<file path="src/rtl/i2c_fifo.sv">
// i2c_fifo: synchronous first-word-fall-through FIFO buffering words between
// the APB bridge and the I2C core. Pointers carry an extra wrap bit so that
// full and empty are distinguished without a separate counter. Overflow and
// underflow are sticky until cleared and are combined onto ERROR.
module i2c_fifo #(
    parameter int DATA_WIDTH = 32,
    parameter int DEPTH      = 8,
    localparam int ADDR_W    = $clog2(DEPTH)
) (
    input  logic                  PCLK,
    input  logic                  PRESET,
    input  logic                  FLUSH,
    input  logic                  WR_EN,
    input  logic [DATA_WIDTH-1:0] WR_DATA,
    input  logic                  RD_EN,
    output logic [DATA_WIDTH-1:0] RD_DATA,
    output logic                  EMPTY,
    output logic                  FULL,
    output logic [ADDR_W:0]       LEVEL,
    output logic                  OVERFLOW,
    output logic                  UNDERFLOW,
    input  logic                  CLR_ERR,
    output logic                  ERROR
);

    logic [DATA_WIDTH-1:0] r_mem [DEPTH];
    logic [ADDR_W:0]       r_wr_ptr;
    logic [ADDR_W:0]       r_rd_ptr;
    logic                  r_ovf;
    logic                  r_udf;

    logic                  w_empty;
    logic                  w_full;
    logic                  w_push;
    logic                  w_pop;
    logic                  w_ovf_evt;
    logic                  w_udf_evt;
    logic [ADDR_W-1:0]     w_wr_idx;
    logic [ADDR_W-1:0]     w_rd_idx;

    assign w_wr_idx = r_wr_ptr[ADDR_W-1:0];
    assign w_rd_idx = r_rd_ptr[ADDR_W-1:0];

    // Flags come from registered pointers only, so no request input reaches an output.
    assign w_empty = (r_wr_ptr == r_rd_ptr);
    assign w_full  = (w_wr_idx == w_rd_idx) && (r_wr_ptr[ADDR_W] != r_rd_ptr[ADDR_W]);

    // A push while full is still taken when a pop frees the head slot on the same edge.
    assign w_push    = WR_EN && (!w_full || RD_EN);
    assign w_pop     = RD_EN && !w_empty;
    assign w_ovf_evt = WR_EN && w_full && !RD_EN;
    assign w_udf_evt = RD_EN && w_empty;

    assign EMPTY     = w_empty;
    assign FULL      = w_full;
    assign LEVEL     = r_wr_ptr - r_rd_ptr;
    assign OVERFLOW  = r_ovf;
    assign UNDERFLOW = r_udf;
    assign ERROR     = r_ovf | r_udf;
    assign RD_DATA   = w_empty ? '0 : r_mem[w_rd_idx];

    // Storage write; contents are never reset, only the pointers are.
    always_ff @(posedge PCLK) begin
        if (!PRESET && !FLUSH && w_push) begin
            r_mem[w_wr_idx] <= WR_DATA;
        end
    end

    // Pointer update: reset beats flush, flush discards same-cycle requests.
    always_ff @(posedge PCLK) begin
        if (PRESET || FLUSH) begin
            r_wr_ptr <= '0;
            r_rd_ptr <= '0;
        end else begin
            if (w_push) r_wr_ptr <= r_wr_ptr + 1'b1;
            if (w_pop)  r_rd_ptr <= r_rd_ptr + 1'b1;
        end
    end

    // Sticky error flags: a new event in the same cycle as a clear keeps the flag set.
    always_ff @(posedge PCLK) begin
        if (PRESET) begin
            r_ovf <= 1'b0;
            r_udf <= 1'b0;
        end else begin
            if (!FLUSH && w_ovf_evt)  r_ovf <= 1'b1;
            else if (CLR_ERR)         r_ovf <= 1'b0;
            if (!FLUSH && w_udf_evt)  r_udf <= 1'b1;
            else if (CLR_ERR)         r_udf <= 1'b0;
        end
    end

endmodule

</file>
<file path="config.mk">
export PLATFORM = sky130hd
export DESIGN_NAME = i2c_fifo
export DESIGN_NICKNAME = d
export VERILOG_FILES = /design/src/rtl/i2c_fifo.sv
export SDC_FILE = /design/constraint.sdc
export NUM_CORES = 1
export LEC_CHECK = 0
export CAP_MARGIN = 10
export CORE_ASPECT_RATIO = 2
export CORE_MARGIN = 8
export CORE_UTILIZATION = 50
export CTS_BUF_LIST = sky130_fd_sc_hd__clkbuf_4 sky130_fd_sc_hd__clkbuf_8
export DETAILED_ROUTE_END_ITERATION = 8
export GPL_ROUTABILITY_DRIVEN = 0
export PLACE_DENSITY = 0.74
export SLEW_MARGIN = 10
export SYNTH_ARGS = -nofsm -noshare
export SYNTH_HDL_FRONTEND = slang
export SYNTH_SLANG_ARGS = --single-unit
export TNS_END_PERCENT = 50
</file>
<file path="constraint.sdc">
create_clock -name PCLK -period 6.95 [get_ports PCLK]
set_input_delay 0.695 -clock PCLK [delete_from_list [all_inputs] [get_ports PCLK]]
set_output_delay 0.695 -clock PCLK [all_outputs]
set_load 0.02 [all_outputs]
</file>
# After elaboration in Yosys (flattened, before gate mapping)
# Memory sizes are Yosys's and may differ from the RTL's. A register that Yosys moved wholly into a read port is not among the register bits.
# Cells that the tools add are included.
# word_totals
elab_cells	39
mem_bits_rw	256
mem_count	1
output_inout_bits	41
input_bits	38
ff_bits	10
# op_classes
addsub	3
mux	8
n_eq_ne	3
n_reduce_logical	19
bitwise_logic	1
# mem_list
name	depth	word_bits	read_ports	rd_ports_with_merged_regs	write_ports	line_no	rtl
r_mem	8	32	1	1	1	26	logic [DATA_WIDTH-1:0] r_mem [DEPTH];
# op_table
op	count
32-bit 2-to-1 mux	1
1-bit logical AND	10
4-bit by 1-bit adder with 4-bit output, second input constant	2
3-bit 2-to-1 mux	2
1-bit logical NOT	5
1-bit 2-to-1 mux	5
4-bit == test	1
2-bit nonzero test	2
4-bit subtractor	1
3-bit == test	1
1-bit logical OR	2
1-bit inequality test	1
1-bit bitwise OR	1

# Longest topological paths before layout
# Gate-level depths: netlist (run 1).
# depth
depth_word	8
depth_mapped	8
depth_no_buf	6

# Worst setup path after synthesis (run 1)
# OpenSTA, ideal clock, no wires.
# synth_path
kind	input to register
startpoint	input FLUSH
endpoint	memory r_mem[6][0], enable pin
path_buffers	1
slack_ps	2771
stages	5
required_ps	6489
arrival_ps	3718
setup_ps	461
path_cell_list	or2_2 -> clkbuf_1 -> a31oi_1 -> nand3_1 -> nor3_1
# synth_between
elab_chain_len	5
# synth_rtl
item	line_no	rtl
from (decl)	12	input logic FLUSH,
1-bit logical NOT	64	if (!PRESET && !FLUSH && w_push) begin
1-bit logical AND (2 in a row)	64	
1-bit 2-to-1 mux	64	
1-bit 2-to-1 mux (implied by the code)	65	r_mem[w_wr_idx] <= WR_DATA;
to (decl)	26	
# Every way passes these cells.

# Worst setup path after layout (run 1)
# layout_path
startpoint	register r_wr_ptr[0]
endpoint	output RD_DATA[11]
# layout_between
elab_chain_len	2
# layout_rtl
item	line_no	rtl
from (decl)	27	logic [ADDR_W:0] r_wr_ptr;
from (signal assigned)	75	if (w_push) r_wr_ptr <= r_wr_ptr + 1'b1;
4-bit == test	45	assign w_empty = (r_wr_ptr == r_rd_ptr);
32-bit 2-to-1 mux	60	assign RD_DATA = w_empty ? '0 : r_mem[w_rd_idx];
to (decl)	16	output logic [DATA_WIDTH-1:0] RD_DATA,
# Every way passes these cells.

==> flow_metrics.py, run 1 <==
metrics = {
    "outcome": {
        "run_status": "finished, final reports clean",
    },
    "cts": {
        "hold_buffers": 0,
        "cts_setup_buffers": 0,
        "cts_tree": "yes",
        "cts_resized": 0,
        "ctsHtreeMaxLevel": 2,
        "path_clk_slew_ns": 0.07,
        "cts-root-buf": "clkbuf_8",
        "cts_buffers": 35,
        "cts_buffer_depth": 3,
        "clock_latency_ns": 0.52,
        "clkSinkCount": 269,
    },
    "sta": {
        "skew_ns": 0.02352,
        "fin_crit_sh_pct": 63.10,
        "tightest_slew_ns": 1.069,
        "period_needed_ns": 4.386,
        "max-slew-margin-rel_pct": 28.56,
        "grt_setup_unrepaired": "false",
        "whs_ns": 0.5303,
        "finalSetupViolCount": 0,
        "final_hold_viol_count": 0,
        "slew_viol_final": 0,
        "fmax_mhz": 228.0,
        "finalSetupTns_ns": 0,
    },
    "routing": {
        "drt-initial-drc-count": 326,
        "firstDrtPassIters": 4,
        "ant_nets": 0,
        "routed_wl_um": 20250,
        "wl_per_cell_um": 23.80,
        "vias": 4866,
        "drc": 0,
        "avgViaCountPerCell": 5.718,
    },
    "place": {
        "port-buffer-count": 78,
        "dp_hpwl_um": 11550,
        "place_inst": 791,
    },
    "min_path": {
        "hp-class": "reg2reg",
        "min-delay-start": "UNDERFLOW",
        "hold_end": "UNDERFLOW",
        "min_path_cells": 2,
    },
    "die": {
        "initial_core_util_pct": 50.68,
        "die_w_um": 117.6,
        "core_area_um2": 20370,
        "die_y_um": 219.2,
        "io_pins": 79,
        "die-area_um2": 25780,
        "fp-row-count": 74,
    },
    "final_layout": {
        "final_nets": 606,
        "drive_above_1_share_pct": 25.47,
        "final_cells": 851,
        "antennaDiodeCount": 0,
        "area_growth_pct": 17.38,
        "postLayoutCoreUtil_pct": 59.49,
    },
    "logic_synthesis": {
        "syn_inst": 461,
        "yosysTopAreaCell": "edfxtp_1",
        "synth_cell_types": 38,
        "avgSynthCellArea_um2": 22.39,
        "synth_top_cell_area_share_pct": 74.46,
        "syn_nets": 505,
        "synth-seq-area-share_pct": 76.98,
        "ys_top_cells_by_area": "edfxtp_1 74%, mux4_2 14%, a22o_1 2.7%",
        "synth.ff_latch_count": 269,
        "synth.cell_area_um2": 10320,
        "yosysWarningCount": 0,
    },
    "worst_setup_path": {
        "path_cells": "inv_1 -> ha_1 -> nand3_2 -> nor2_4 -> nor2b_4 -> a22o_1 -> clkdlybuf4s50_1",
        "critPathMaxFanout": 32,
        "r2r-end": "r_mem[4][17]",
        "critPathSlowestCell": "nor2b_4",
        "crit_type": "reg2out",
        "slowest_delay_ns": 0.83,
        "rrSetupSlack_ns": 4.11,
        "critPathArrivalTime_ns": 3.69,
        "start_kind": "register",
        "crit_required_ns": 6.25,
        "cp-end-kind": "output pin",
        "cp_num_buf_inv": 2,
        "rr_worst_depth": 7,
        "r2r-start": "r_wr_ptr[0]",
        "crit_family": "simple AND/OR/NAND/NOR gates",
    },
    "grt": {
        "antenna_found_initial": 0,
        "busiest_layer": "met2",
        "grt_start_max_net_pins": 65,
        "grt.met1_usage_pct": 17.75,
        "grt_pass1_wl_um": 31350,
        "grt_use_total_pct": 16.06,
        "grt_pass1_vias": 5483,
        "use_met2_pct": 29.46,
        "grt-ovfl-total": 0,
        "use_met3_pct": 2.780,
    },
    "pwr": {
        "powerDensity_nw_per_um2": 253.8,
        "power_switching_w": 0.0006129,
        "leakagePower_nw": 3.770,
        "power_frac_clock_pct": 37.4,
        "internal_power_w": 0.002462,
        "ir_drop_mv": 0.2015,
        "p_sw_share_pct": 19.93,
        "power_frac_comb_pct": 4.5,
        "power_frac_seq_pct": 58.1,
    },
    "job": {
        "max_cap_violations": 0,
    },
}
worst reg2reg max path, stage by stage, from the launching register on:
cell and delay (ns):
dfxtp_1 0.52, inv_1 0.19, ha_1 0.37, and3_1 0.20
a31oi_1 0.21, nand3_1 0.26, nor3_2 0.19, buf_4 0.51
logic make-up (layout without fill, tap and decap cells):
family	after synthesis	after routing	synth area share (%)
XOR/XNOR	8	8	0.8242
AO/OA/AOI/OAI	45	45	3.721
multiplexers	66	66	14.16
flip-flops	269	269	76.98
buffers and inverters	33	157	1.721
AND/OR/NAND/NOR	34	34	1.794
adder cells (fa/ha/maj)	6	6	0.7999
layout by cell type, fill, tap and decap left out, types with 2 or more instances in the layout:
| master | n |
|---|---|
| edfxtp_1 | 256 |
| clkdlybuf4s50_1 | 78 |
| mux4_2 | 64 |
| clkbuf_8 | 37 |
| a22o_1 | 32 |
| dfxtp_1 | 11 |
| inv_1 | 10 |
| nor2_1 | 10 |
| clkbuf_4 | 9 |
| buf_4 | 9 |
| nor3_2 | 7 |
| clkinv_2 | 7 |
| ha_1 | 5 |
| clkinv_1 | 5 |
| a21oi_1 | 4 |
| xnor2_1 | 4 |
| nor2_4 | 4 |
| o21ai_0 | 3 |
| nand2_1 | 2 |
| or2_2 | 2 |
| mux2i_1 | 2 |
| xor2_1 | 2 |
| or3_1 | 2 |
| nand4_1 | 2 |
| a32oi_1 | 2 |
| dfxtp_4 | 2 |
| bufinv_16 | 2 |
how the worst max path moves through the flow:
| stage | slack [ns] | end | startpoint | cells past startpoint |
|---|---|---|---|---|
| 4_1_cts | 2.48 | RD_DATA[11] | r_wr_ptr[0] | 7 |
| 5_1_grt | 2.37 | RD_DATA[11] | r_wr_ptr[0] | 7 |
| 2_1_floorplan | 2.77 | r_mem[6][0] | FLUSH | 5 |
| 3_5_place_dp | 3.05 | RD_DATA[11] | r_wr_ptr[0] | 7 |
| 6_report | 2.56 | RD_DATA[11] | r_wr_ptr[0] | 7 |
| 3_3_place_gp | 3.11 | RD_DATA[11] | r_wr_ptr[0] | 7 |
power groups by stage:
stage          Sequential (W)  Clock, W  Combinational (W)
3_3_place_gp          0.00182         0           0.000136
3_5_place_dp          0.00182         0           0.000140
4_1_cts               0.00179   0.00118           0.000141
5_1_grt               0.00179   0.00124           0.000148
6_report              0.00179   0.00115           0.000138
2_1_floorplan         0.00182         0          0.0000645
layer usage:
| layer | routed length (µm) | share of wire, % |
|---|---|---|
| met1 | 7687 | 38 |
| met2 | 11080 | 55 |
| met3 | 950 | 4.7 |
| met4 | 540 | 2.7 |
| met5 | 0 | 0 |
sequential cells by signal, indices dropped and copies added, names as in the netlist, named ones only:
signal,cells
OVERFLOW,1
r_wr_ptr,4
UNDERFLOW,1
r_rd_ptr,4
r_mem,256
cell usage after synthesis (all sizes together):
cell type,count
clkbuf,7
o21ai,3
or3,2
xor2,3
o31ai,1
nand3,2
nor3,7
ha,5
inv,10
a21oi,4
fa,1
buf,16
edfxtp,256
and3,1
a31oi,1
or2,2
nand2,2
nand4,2
mux4,64
a22o,32
o311ai,1
a32oi,2
xnor2,5
a21o,1
nor2b,1
dfxtp,13
mux2i,2
nor2,14
nand3b,1
through the flow:
step                      setup WS (ns)  power [W]  area, µm²
final                             2.564   0.003075      12120
after global routing              2.367   0.003177      12120
after CTS                         2.481   0.003106      12120
after detailed placement          3.045   0.001961      11430
after global placement            3.110   0.001956      11430
after floorplan                   2.771   0.001885      10320
layout make-up:
| class | count | area [µm²] |
|---|---|---|
| multi-input cells | 159 | 2253 |
| inverters | 10 | 37.54 |
| repair buffers | 87 | 848.3 |
| clock inverters | 14 | 113.9 |
| clock buffers | 46 | 576.8 |
| well taps | 266 | 332.8 |
| fillers | 1442 | 8252 |
| flip-flops and latches | 269 | 7955 |
No activity file was read; power rests on OpenSTA's default activity.
==> run 2: changes to the inputs <==
Settings changed: PLACE_DENSITY 0.74 to 0.77.
Clock period 6.95 ns to 3.65 ns, I/O delays scaled along.
==> flow_metrics.py, run 2 (same netlist as run 1, synthesis figures left out) <==
metrics = {
    "outcome": {
        "run_status": "finished, final reports clean",
    },
    "worst_setup_path": {
        "slowest_delay_ns": 0.60,
        "critPathMaxFanout": 16,
        "path_cells": "inv_1 -> ha_1 -> nand3_2 -> nor2_4 -> nor2_4 -> a22o_1 -> clkdlybuf4s50_1",
        "path_depth": 7,
        "worstSetupEndpoint": "RD_DATA[28]",
        "r2r-start": "r_wr_ptr[0]",
        "critPathArrivalTime_ns": 3.10,
        "rrSetupSlack_ns": 0.97,
        "crit_type": "reg2out",
        "cp-end-kind": "output pin",
        "rr_worst_depth": 7,
        "r2r-end": "r_mem[6][26]",
        "start_kind": "register",
        "cp_num_buf_inv": 2,
        "crit_family": "simple AND/OR/NAND/NOR gates",
        "crit_required_ns": 3.28,
        "cp-startpoint": "r_wr_ptr[0]",
        "cpMostUsedCell": "nor2_4",
        "critPathSlowestCell": "clkdlybuf4s50_1",
    },
    "cts": {
        "clock_latency_ns": 0.52,
        "ctsHtreeMaxLevel": 2,
        "cts_buffer_depth": 3,
        "hold_buffers": 0,
        "cts-root-buf": "clkbuf_8",
        "clkSinkCount": 269,
        "cts_buffers": 35,
        "path_clk_slew_ns": 0.06,
        "cts_tree": "yes",
    },
    "min_path": {
        "hp-class": "in2reg",
    },
    "routing": {
        "vias": 5000,
        "ant_nets": 0,
        "routed_wl_um": 21090,
        "wl_per_cell_um": 24.30,
        "drt-initial-drc-count": 323,
        "drc": 0,
        "firstDrtPassIters": 7,
        "avgViaCountPerCell": 5.760,
    },
    "grt": {
        "use_met2_pct": 29.19,
        "grt_use_total_pct": 16.58,
        "use_met3_pct": 3.140,
        "busiest_layer": "met2",
        "antenna_found_initial": 2,
        "grt_pass1_wl_um": 31760,
        "grt.met1_usage_pct": 18.19,
        "grt-ovfl-total": 0,
        "grt_pass1_vias": 5437,
        "grt_start_max_net_pins": 39,
    },
    "sta": {
        "finalSetupViolCount": 0,
        "skew_ns": 0.02022,
        "final_hold_viol_count": 0,
        "grt_setup_unrepaired": "false",
        "fin_crit_sh_pct": 95.04,
        "whs_ns": 0.4341,
        "fmax_mhz": 288.3,
        "tightest_slew_ns": 0.6302,
        "max-slew-margin-rel_pct": 57.99,
        "slew_viol_final": 0,
        "period_needed_ns": 3.469,
    },
    "die": {
        "die_y_um": 219.2,
        "die_w_um": 117.6,
        "fp-row-count": 74,
        "core_area_um2": 20370,
        "io_pins": 79,
        "initial_core_util_pct": 50.68,
        "die-area_um2": 25780,
    },
    "final_layout": {
        "fin_area_um2": 12230,
        "mostFrequentLayoutCells": "256 x edfxtp_1, 78 x clkdlybuf4s50_1, 64 x mux4_2",
        "postLayoutCoreUtil_pct": 60.05,
        "final_nets": 618,
        "largest_reg_flops": 256,
        "largest_register": "r_mem",
        "multiInputGateArea_um2": 2278,
        "area_growth_pct": 18.48,
        "reg.largest.list": "r_mem (256), r_rd_ptr (4), r_wr_ptr (4)",
        "fillCellCount": 1494,
        "drive_above_1_share_pct": 26.50,
        "seq_area_um2": 7956,
        "mostFrequentLayoutCell": "edfxtp_1",
    },
    "place": {
        "dp_hpwl_um": 12000,
        "port-buffer-count": 78,
        "dpl_cell_area_um2": 11480,
    },
    "pwr": {
        "leakagePower_nw": 3.812,
        "ir_drop_mv": 0.2896,
        "powerDensity_nw_per_um2": 468.9,
    },
    "job": {
        "max_cap_violations": 0,
    },
}
run 2: stage by stage:
stage	total power, W	worst slack, ns	setup TNS, ns	cells
2_1_floorplan	0.003589	-0.4119	-79.00	461
3_3_place_gp	0.003726	0.1769	0	797
3_5_place_dp	0.003736	0.09645	0	797
4_1_cts	0.005787	0.08698	0	864
5_1_grt	0.005929	0.01970	0	868
6_report	0.005735	0.1811	0	868
run 2: area by class of cell:
type | count | share of cell area, %
Antenna cell | 2 | 0.04092
Clock buffer | 45 | 4.654
Tap cell | 266 | 2.721
Timing Repair Buffer | 97 | 7.958
Sequential cell | 269 | 65.05
Multi-Input combinational cell | 161 | 18.63
Clock inverter | 18 | 0.6444
Inverter | 10 | 0.3069
run 2: worst min path at each step:
stage | start | end | cells after the start
final | PRESET | OVERFLOW | 2
after global routing | PRESET | OVERFLOW | 2
after CTS | PRESET | OVERFLOW | 2
after detailed placement | OVERFLOW | OVERFLOW | 2
after global placement | OVERFLOW | OVERFLOW | 2
after floorplan | PRESET | OVERFLOW | 1
run 2: layer usage:
metal	vias to the layer above	wire, µm
met5	-	0
met4	0	933
met3	55	1256
met2	193	11300
met1	2582	7601
li1	2170	-
run 2: where the power goes:
| part | internal (W) | switching (W) | leakage [nW] |
|---|---|---|---|
| combinational | 0.000130 | 0.000146 | 1.05 |
| sequential | 0.00339 | 0.0000105 | 2.41 |
| clock | 0.00103 | 0.00103 | 0.344 |
run 2: what timing repair did:
| action | CTS | global route |
|---|---|---|
| gates resized for setup | 3 | 0 |
| setup endpoints to repair | 32 | 1 |
| pin swaps | 1 | 0 |
| gates cloned | 2 | 0 |
| buffers inserted | 2 | 2 |
